<file path="src/rtl/mips_pkg.sv">
// Shared encodings for the multicycle MIPS control unit: FSM states, opcodes/functs
// and the datapath select encodings.
package mips_pkg;

  typedef enum logic [3:0] {
    S_FETCH, S_DECODE, S_EXEC, S_RWB, S_IEXEC, S_IWB, S_MEMADR,
    S_MEMRD, S_MEMWB, S_MEMWR, S_BRANCH, S_JUMP, S_JR, S_JAL
  } state_t;

  localparam logic [5:0] OP_RTYPE = 6'h00;
  localparam logic [5:0] OP_J     = 6'h02;
  localparam logic [5:0] OP_JAL   = 6'h03;
  localparam logic [5:0] OP_BEQ   = 6'h04;
  localparam logic [5:0] OP_BNE   = 6'h05;
  localparam logic [5:0] OP_ADDI  = 6'h08;
  localparam logic [5:0] OP_LW    = 6'h23;
  localparam logic [5:0] OP_SW    = 6'h2B;

  localparam logic [5:0] FN_SLL = 6'h00;
  localparam logic [5:0] FN_SRL = 6'h02;
  localparam logic [5:0] FN_JR  = 6'h08;
  localparam logic [5:0] FN_ADD = 6'h20;
  localparam logic [5:0] FN_SUB = 6'h22;
  localparam logic [5:0] FN_AND = 6'h24;
  localparam logic [5:0] FN_OR  = 6'h25;
  localparam logic [5:0] FN_SLT = 6'h2A;

  localparam logic [2:0] ALU_ADD = 3'd0;
  localparam logic [2:0] ALU_SUB = 3'd1;
  localparam logic [2:0] ALU_AND = 3'd2;
  localparam logic [2:0] ALU_OR  = 3'd3;
  localparam logic [2:0] ALU_SLT = 3'd4;
  localparam logic [2:0] ALU_SLL = 3'd5;
  localparam logic [2:0] ALU_SRL = 3'd6;

  localparam logic [1:0] PC_ALU  = 2'd0;
  localparam logic [1:0] PC_OUT  = 2'd1;
  localparam logic [1:0] PC_JMP  = 2'd2;
  localparam logic [1:0] PC_RS   = 2'd3;

  localparam logic [1:0] SB_RT   = 2'd0;
  localparam logic [1:0] SB_FOUR = 2'd1;
  localparam logic [1:0] SB_IMM  = 2'd2;
  localparam logic [1:0] SB_IMM4 = 2'd3;

  localparam logic [1:0] RD_RT   = 2'd0;
  localparam logic [1:0] RD_RD   = 2'd1;
  localparam logic [1:0] RD_RA   = 2'd2;

  localparam logic [1:0] WB_ALU  = 2'd0;
  localparam logic [1:0] WB_MDR  = 2'd1;
  localparam logic [1:0] WB_PC   = 2'd2;

endpackage

</file>
<file path="src/rtl/mips_alu_dec.sv">
// R-type funct decoder: ALU operation plus a valid flag for illegal-funct detection.
module mips_alu_dec
  import mips_pkg::*;
(
  input  logic [5:0] funct,
  output logic [2:0] alu_op,
  output logic       valid
);

  always_comb begin
    alu_op = ALU_ADD;
    valid  = 1'b1;
    case (funct)
      FN_ADD:  alu_op = ALU_ADD;
      FN_SUB:  alu_op = ALU_SUB;
      FN_AND:  alu_op = ALU_AND;
      FN_OR:   alu_op = ALU_OR;
      FN_SLT:  alu_op = ALU_SLT;
      FN_SLL:  alu_op = ALU_SLL;
      FN_SRL:  alu_op = ALU_SRL;
      default: valid  = 1'b0;
    endcase
  end

endmodule

</file>
<file path="src/rtl/mips_mc_ctrl.sv">
// Multicycle MIPS control FSM. Outputs decode the registered state.
// Define MC_CTRL_JAL_EN to add jal (opcode 0x03); otherwise it decodes as illegal.
module mips_mc_ctrl
  import mips_pkg::*;
(
  input  logic       clk,
  input  logic       rst_n,
  input  logic [5:0] opcode,
  input  logic [5:0] funct,
  input  logic       zero,
  output logic       pc_we,
  output logic [1:0] pc_src,
  output logic       ir_we,
  output logic       reg_we,
  output logic [1:0] reg_dst,
  output logic [1:0] mem_to_reg,
  output logic       alu_src_a,
  output logic [1:0] alu_src_b,
  output logic [2:0] alu_op,
  output logic       CEN,
  output logic       WEN,
  output logic       OEN,
  output logic       retire,
  output logic       illegal
);

  state_t     state, d_next;
  logic       d_legal;
  logic       sel_bne, sel_sw;
  logic [2:0] fn_op;
  logic       fn_ok;

  mips_alu_dec u_alu_dec (.funct(funct), .alu_op(fn_op), .valid(fn_ok));

  always_comb begin
    d_next  = S_FETCH;
    d_legal = 1'b1;
    case (opcode)
      OP_RTYPE: begin
        if (funct == FN_JR) d_next = S_JR;
        else if (fn_ok)     d_next = S_EXEC;
        else                d_legal = 1'b0;
      end
      OP_LW, OP_SW:   d_next = S_MEMADR;
      OP_ADDI:        d_next = S_IEXEC;
      OP_BEQ, OP_BNE: d_next = S_BRANCH;
      OP_J:           d_next = S_JUMP;
`ifdef MC_CTRL_JAL_EN
      OP_JAL:         d_next = S_JAL;
`endif
      default:        d_legal = 1'b0;
    endcase
  end

  // Opcode is only valid in DECODE, so the beq/bne and lw/sw choice is latched there.
  always_ff @(posedge clk or negedge rst_n) begin
    if (!rst_n) begin
      state   <= S_FETCH;
      sel_bne <= 1'b0;
      sel_sw  <= 1'b0;
    end else begin
      case (state)
        S_FETCH:  state <= S_DECODE;
        S_DECODE: begin
          state   <= d_next;
          sel_bne <= (opcode == OP_BNE);
          sel_sw  <= (opcode == OP_SW);
        end
        S_EXEC:   state <= S_RWB;
        S_IEXEC:  state <= S_IWB;
        S_MEMADR: state <= sel_sw ? S_MEMWR : S_MEMRD;
        S_MEMRD:  state <= S_MEMWB;
        default:  state <= S_FETCH;
      endcase
    end
  end

  // Gating with rst_n drops any strobe or write the instant reset asserts.
  always_comb begin
    pc_we = 1'b0; pc_src = PC_ALU; ir_we = 1'b0; reg_we = 1'b0;
    reg_dst = RD_RT; mem_to_reg = WB_ALU; alu_src_a = 1'b0; alu_src_b = SB_RT;
    alu_op = ALU_ADD; CEN = 1'b1; WEN = 1'b1; OEN = 1'b1;
    retire = 1'b0; illegal = 1'b0;
    if (rst_n) begin
      case (state)
        S_FETCH:  begin ir_we = 1'b1; pc_we = 1'b1; alu_src_b = SB_FOUR; end
        S_DECODE: begin
          alu_src_b = SB_IMM4;
          illegal   = ~d_legal;
          retire    = ~d_legal;
        end
        S_EXEC:   begin alu_src_a = 1'b1; alu_op = fn_op; end
        S_RWB:    begin reg_we = 1'b1; reg_dst = RD_RD; retire = 1'b1; end
        S_IEXEC, S_MEMADR: begin alu_src_a = 1'b1; alu_src_b = SB_IMM; end
        S_IWB:    begin reg_we = 1'b1; retire = 1'b1; end
        S_MEMRD:  begin CEN = 1'b0; OEN = 1'b0; end
        S_MEMWB:  begin OEN = 1'b0; reg_we = 1'b1; mem_to_reg = WB_MDR; retire = 1'b1; end
        S_MEMWR:  begin CEN = 1'b0; WEN = 1'b0; retire = 1'b1; end
        S_BRANCH: begin
          alu_src_a = 1'b1; alu_op = ALU_SUB; pc_src = PC_OUT; retire = 1'b1;
          pc_we     = sel_bne ? ~zero : zero;
        end
        S_JUMP:   begin pc_src = PC_JMP; pc_we = 1'b1; retire = 1'b1; end
        S_JR:     begin pc_src = PC_RS;  pc_we = 1'b1; retire = 1'b1; end
        S_JAL:    begin
          pc_src = PC_JMP; pc_we = 1'b1; reg_we = 1'b1;
          reg_dst = RD_RA; mem_to_reg = WB_PC; retire = 1'b1;
        end
        default: ;
      endcase
    end
  end

endmodule

</file>
<file path="config.mk">
export PLATFORM = sky130hd
export DESIGN_NAME = mips_mc_ctrl
export DESIGN_NICKNAME = d
export VERILOG_FILES = /design/src/rtl/mips_pkg.sv /design/src/rtl/mips_alu_dec.sv /design/src/rtl/mips_mc_ctrl.sv
export SDC_FILE = /design/constraint.sdc
export NUM_CORES = 1
export LEC_CHECK = 0
export CAP_MARGIN = 20
export CORE_MARGIN = 3
export CORE_UTILIZATION = 46
export DETAILED_ROUTE_END_ITERATION = 6
export GPL_ROUTABILITY_DRIVEN = 0
export GPL_TIMING_DRIVEN = 0
export PLACE_DENSITY = 0.85
export SETUP_SLACK_MARGIN = 0.15
export SYNTH_ARGS = -nofsm -noshare
export SYNTH_HDL_FRONTEND = slang
export SYNTH_HIERARCHICAL = 1
export SYNTH_SLANG_ARGS = --single-unit
</file>
<file path="constraint.sdc">
create_clock -name clk -period 3.8 [get_ports clk]
set_clock_uncertainty 0.15 [all_clocks]
set_input_delay 0.76 -clock clk [delete_from_list [all_inputs] [get_ports clk]]
set_output_delay 0.76 -clock clk [all_outputs]
set_load 0.03 [all_outputs]
</file>
==> results of run 1 <==
## cell type report
cell class,count,area (um2),share of cell area
flip-flops and latches,6,150.1,0.1210
clock buffers,3,22.52,0.01815
plain buffers,9,40.04,0.03226
multi-input cells,107,653.1,0.5262
well taps,24,30.03,0.02419
repair buffers,34,337.8,0.2722
inverters,2,7.507,0.006048
## layout by cell type (no fill, tap or decap), types with 2 or more instances in the layout
cell / synthesis / routed
sky130_fd_sc_hd__a21oi_1: 8 / 8
sky130_fd_sc_hd__clkbuf_1: 5 / 4
sky130_fd_sc_hd__or3_1: 2 / 2
sky130_fd_sc_hd__and3_1: 3 / 3
sky130_fd_sc_hd__o21ai_1: 4 / 4
sky130_fd_sc_hd__nor2b_1: 5 / 5
sky130_fd_sc_hd__nand2_1: 14 / 14
sky130_fd_sc_hd__dlymetal6s2s_1: 0 / 2
sky130_fd_sc_hd__nand2b_1: 4 / 4
sky130_fd_sc_hd__nand3b_1: 5 / 5
sky130_fd_sc_hd__and4b_1: 2 / 2
sky130_fd_sc_hd__inv_1: 2 / 2
sky130_fd_sc_hd__nor4b_1: 3 / 3
sky130_fd_sc_hd__o21ai_0: 2 / 2
sky130_fd_sc_hd__dlygate4sd2_1: 0 / 2
sky130_fd_sc_hd__xnor2_1: 2 / 2
sky130_fd_sc_hd__nor2_1: 10 / 10
sky130_fd_sc_hd__and2_1: 3 / 3
sky130_fd_sc_hd__nor4_1: 3 / 3
sky130_fd_sc_hd__o211ai_1: 2 / 2
sky130_fd_sc_hd__nand3_1: 5 / 5
sky130_fd_sc_hd__a211oi_1: 4 / 4
sky130_fd_sc_hd__clkdlybuf4s50_1: 0 / 29
sky130_fd_sc_hd__nor3b_1: 2 / 2
sky130_fd_sc_hd__o41ai_1: 2 / 2
sky130_fd_sc_hd__nor3_1: 7 / 7
sky130_fd_sc_hd__clkbuf_4: 0 / 3
sky130_fd_sc_hd__clkbuf_2: 0 / 2
sky130_fd_sc_hd__dfrtp_1: 6 / 6
sky130_fd_sc_hd__buf_1: 2 / 2
## kinds of logic (layout without fill, tap and decap cells)
family | count (synthesis) | count (layout)
DFF | 6 | 6
xor gates and xnor gates | 2 | 2
and+or+nand+nor | 73 | 73
AOI/OAI and AO/OA | 31 | 31
buffers and inverters | 11 | 48
muxes | 1 | 1
## sequential cells by signal, indices dropped and copies added (netlist names)
signal	flops
state	4
sel_sw	1
sel_bne	1
## timing repair
| action | CTS | global route |
|---|---|---|
| setup buffers | 0 | 0 |
| resized for setup | 4 | 5 |
| cloned | 0 | 0 |
| endpoints found under the setup margin | 10 | 9 |
## metrics by stage
step,power [mW],setup WS (ps),hold WS [ps]
2_1_floorplan,0.1975,579.3,314.3
3_3_place_gp,0.2684,-12.67,338.5
3_5_place_dp,0.2738,-30.58,354.4
4_1_cts,0.3297,151.0,371.7
5_1_grt,0.3523,154.1,300.2
6_report,0.3264,301.8,281.0
## worst min-delay path by stage
stage	endpoint	slack, ps
after floorplan	sel_bne	310
after global placement	sel_bne	340
after detailed placement	sel_bne	350
after CTS	sel_bne	370
after global routing	state[2]	300
final	state[2]	280
## metal layers
metal,up-vias,routed length (um),global-route usage
met5,-,0,0
met4,0,31,0.1090
met3,4,85,0.02446
met2,34,1180,0.3778
met1,493,1040,0.2323
li1,541,-,-
## power groups by stage
stage / combinational (mW) / clock (mW) / sequential (mW)
final: 0.192 / 0.0569 / 0.0780
after global routing: 0.209 / 0.0641 / 0.0791
after CTS: 0.193 / 0.0589 / 0.0778
after detailed placement: 0.195 / 0 / 0.0786
after global placement: 0.191 / 0 / 0.0778
after floorplan: 0.121 / 0 / 0.0768
==> results_dict.tcl, run 1 <==
set metrics [dict create \
    most_frequent_cell_after_synthesis "sky130_fd_sc_hd__nand2_1" \
    grt_first_pass_wirelength_um 4036 \
    final_setup_violations 0 \
    min-delay-path-class "in2async" \
    buffer_ports.inserted 34 \
    fin_util 0.7702 \
    p_switching_mw 0.1472 \
    chipHeight_um 48.98 \
    critPathMaxFanout 6 \
    grt_setup_unrepaired "false" \
    power.leakage_nw 0.4706 \
    fp.dieArea_um2 2399 \
    rr_endpoint "state[0]" \
    numPlacedInstances 182 \
    synth_simple_gate_area_share 0.4934 \
    timing.reg2reg.worst_path_depth 5 \
    tightestPinTransition_ps 442.4 \
    synth-edff-count 0 \
    power.ir.vdd_worst_uv 196.2 \
    average_wire_per_standard_cell_um 12.64 \
    r2r-start "state[2]" \
    layout-area-overhead-vs-synth_pct 46.10 \
    synth_top_family_by_area "simple AND/OR/NAND/NOR gates" \
    synthXorXnorAreaFrac 0.02062 \
    share_of_total_power_in_combinational_logic 0.587 \
    synth_top_cell_area_share 0.1767 \
    vias_in_the_first_global_route 999 \
    synth_area_per_cell_um2 6.851 \
    cts.path.max_buffers 2 \
    ctsHtreeMaxLevel 1 \
    critical_path_depth 5 \
    crit_type "in2out" \
    tritoncts.num_buffers 3 \
    drc_errors 0 \
    finish.cell_count_without_fillers 185 \
    maximum_number_of_pins_on_one_net_before_global_route_repair 12 \
    clk_pin_slew_ps 40 \
    setup-tns-final_ps 0 \
    synth_flop_cell "sky130_fd_sc_hd__dfrtp_1" \
    wirelength_routed_um 2339 \
    overflow 0 \
    cp.required_ps 2890 \
    synth_area_leader_cell "sky130_fd_sc_hd__dfrtp_1" \
    synth_top_cells_by_area "sky130_fd_sc_hd__dfrtp_1 18%, sky130_fd_sc_hd__nand2_1 6.2%, sky130_fd_sc_hd__a21oi_1 4.7%" \
    seqPwrFrac 0.239 \
    cp-start-kind "primary input" \
    layout.cell_area.non_filler_um2 1241 \
    cp.buffers_inverters 2 \
    run_status "finished clean" \
    finalMaxSlewViolations 0 \
    root_cell_of_the_clock_tree "sky130_fd_sc_hd__clkbuf_4" \
    max_freq_ghz 0.2859 \
    antenna_cells 0 \
    cap_viol_max_count 0 \
    design.core.area_um2 1612 \
    placedInstanceArea_um2 1220 \
    synth.mux.area_fraction 0.01178 \
    detailedRoute.firstPassIterationCount 6 \
    rrSetupSlack_ps 2270 \
    ys_top_cells_by_count "14 x sky130_fd_sc_hd__nand2_1, 10 x sky130_fd_sc_hd__nor2_1, 8 x sky130_fd_sc_hd__a21oi_1, 7 x sky130_fd_sc_hd__nor3_1, 6 x sky130_fd_sc_hd__dfrtp_1" \
    internal_power_mw 0.1792 \
    synthesis.instances 124 \
    vias 1072 \
    crit_family "buffers and inverters" \
    layout-drive-gt1-share 0.06211 \
    grtUsageTotal 0.2071 \
    cts_tree "built" \
    power.density_cell_area_nw_per_um2 263.0 \
    number_of_antenna_violations_at_the_first_check_in_global_routing 0 \
    synth_compound_gate_area_share 0.2430 \
    layout_worst_path_cycle_share 0.9206 \
    synthArstFlopShare 1.000 \
    post-dp-hpwl_um 1889 \
    setup.worst_path.start "opcode[1]" \
    post_synth_cell_types 42 \
    synthAdderAreaFrac 0 \
    critPathSlowestCell "sky130_fd_sc_hd__or4b_1" \
    sw_ratio 0.4510 \
    yosysSeqAreaShare 0.1767 \
    cts_num_sinks 6 \
    clock_latency_ps 240 \
    initial_utilization 0.5272 \
    rows 14 \
    synth_seq_cells 6 \
    maxSlewHeadroom 0.7051 \
    timing.final.hold_violations 0 \
    cp_cell_sequence "clkdlybuf4s50_1 > or4b_1 > a211oi_2 > nor4_1 > dlygate4sd2_1" \
    synth.net_count 139 \
    initialDrtViolationCount 29 \
    critPathMaxStageDelay_ps 560 \
    synth_warnings 6 \
    num-fill-cells 139 \
    timing.critical_path.to_type "output pin" \
    die_width_um 48.98 \
    final.min_clock_period_ps 3498 \
    cts-hold-fix-buffers 0 \
    io-pin-count 35 \
    design.final.nets 178 \
    synthesis.area_um2 849.6 \
    cp.arrival_ps 2590 \
    vias_per_cell 5.795 \
    drt.antenna.violating_nets 0 \
    timing.critical_path.to "illegal" \
    clock_power_share 0.174 \
]
No activity file was read; power rests on OpenSTA's default activity.
==> run 2, diff against run 1 <==
--- a/config.mk
+++ b/config.mk
@@ -11,9 +11,11 @@
 export DETAILED_ROUTE_END_ITERATION = 6
 export GPL_ROUTABILITY_DRIVEN = 0
 export GPL_TIMING_DRIVEN = 0
+export HOLD_SLACK_MARGIN = 0.12
 export PLACE_DENSITY = 0.85
 export SETUP_SLACK_MARGIN = 0.15
 export SYNTH_ARGS = -nofsm -noshare
 export SYNTH_HDL_FRONTEND = slang
 export SYNTH_HIERARCHICAL = 1
 export SYNTH_SLANG_ARGS = --single-unit
+export TNS_END_PERCENT = 100
==> results of run 2 <==
The final DEF is identical to that of run 1; final timing and power are the same.
==> run 3, diff against run 2 <==
--- a/config.mk
+++ b/config.mk
@@ -14,6 +14,7 @@
 export HOLD_SLACK_MARGIN = 0.12
 export PLACE_DENSITY = 0.85
 export SETUP_SLACK_MARGIN = 0.15
+export SLEW_MARGIN = 5
 export SYNTH_ARGS = -nofsm -noshare
 export SYNTH_HDL_FRONTEND = slang
 export SYNTH_HIERARCHICAL = 1
==> results of run 3 <==
The final DEF is identical to that of run 1; final timing and power are the same.
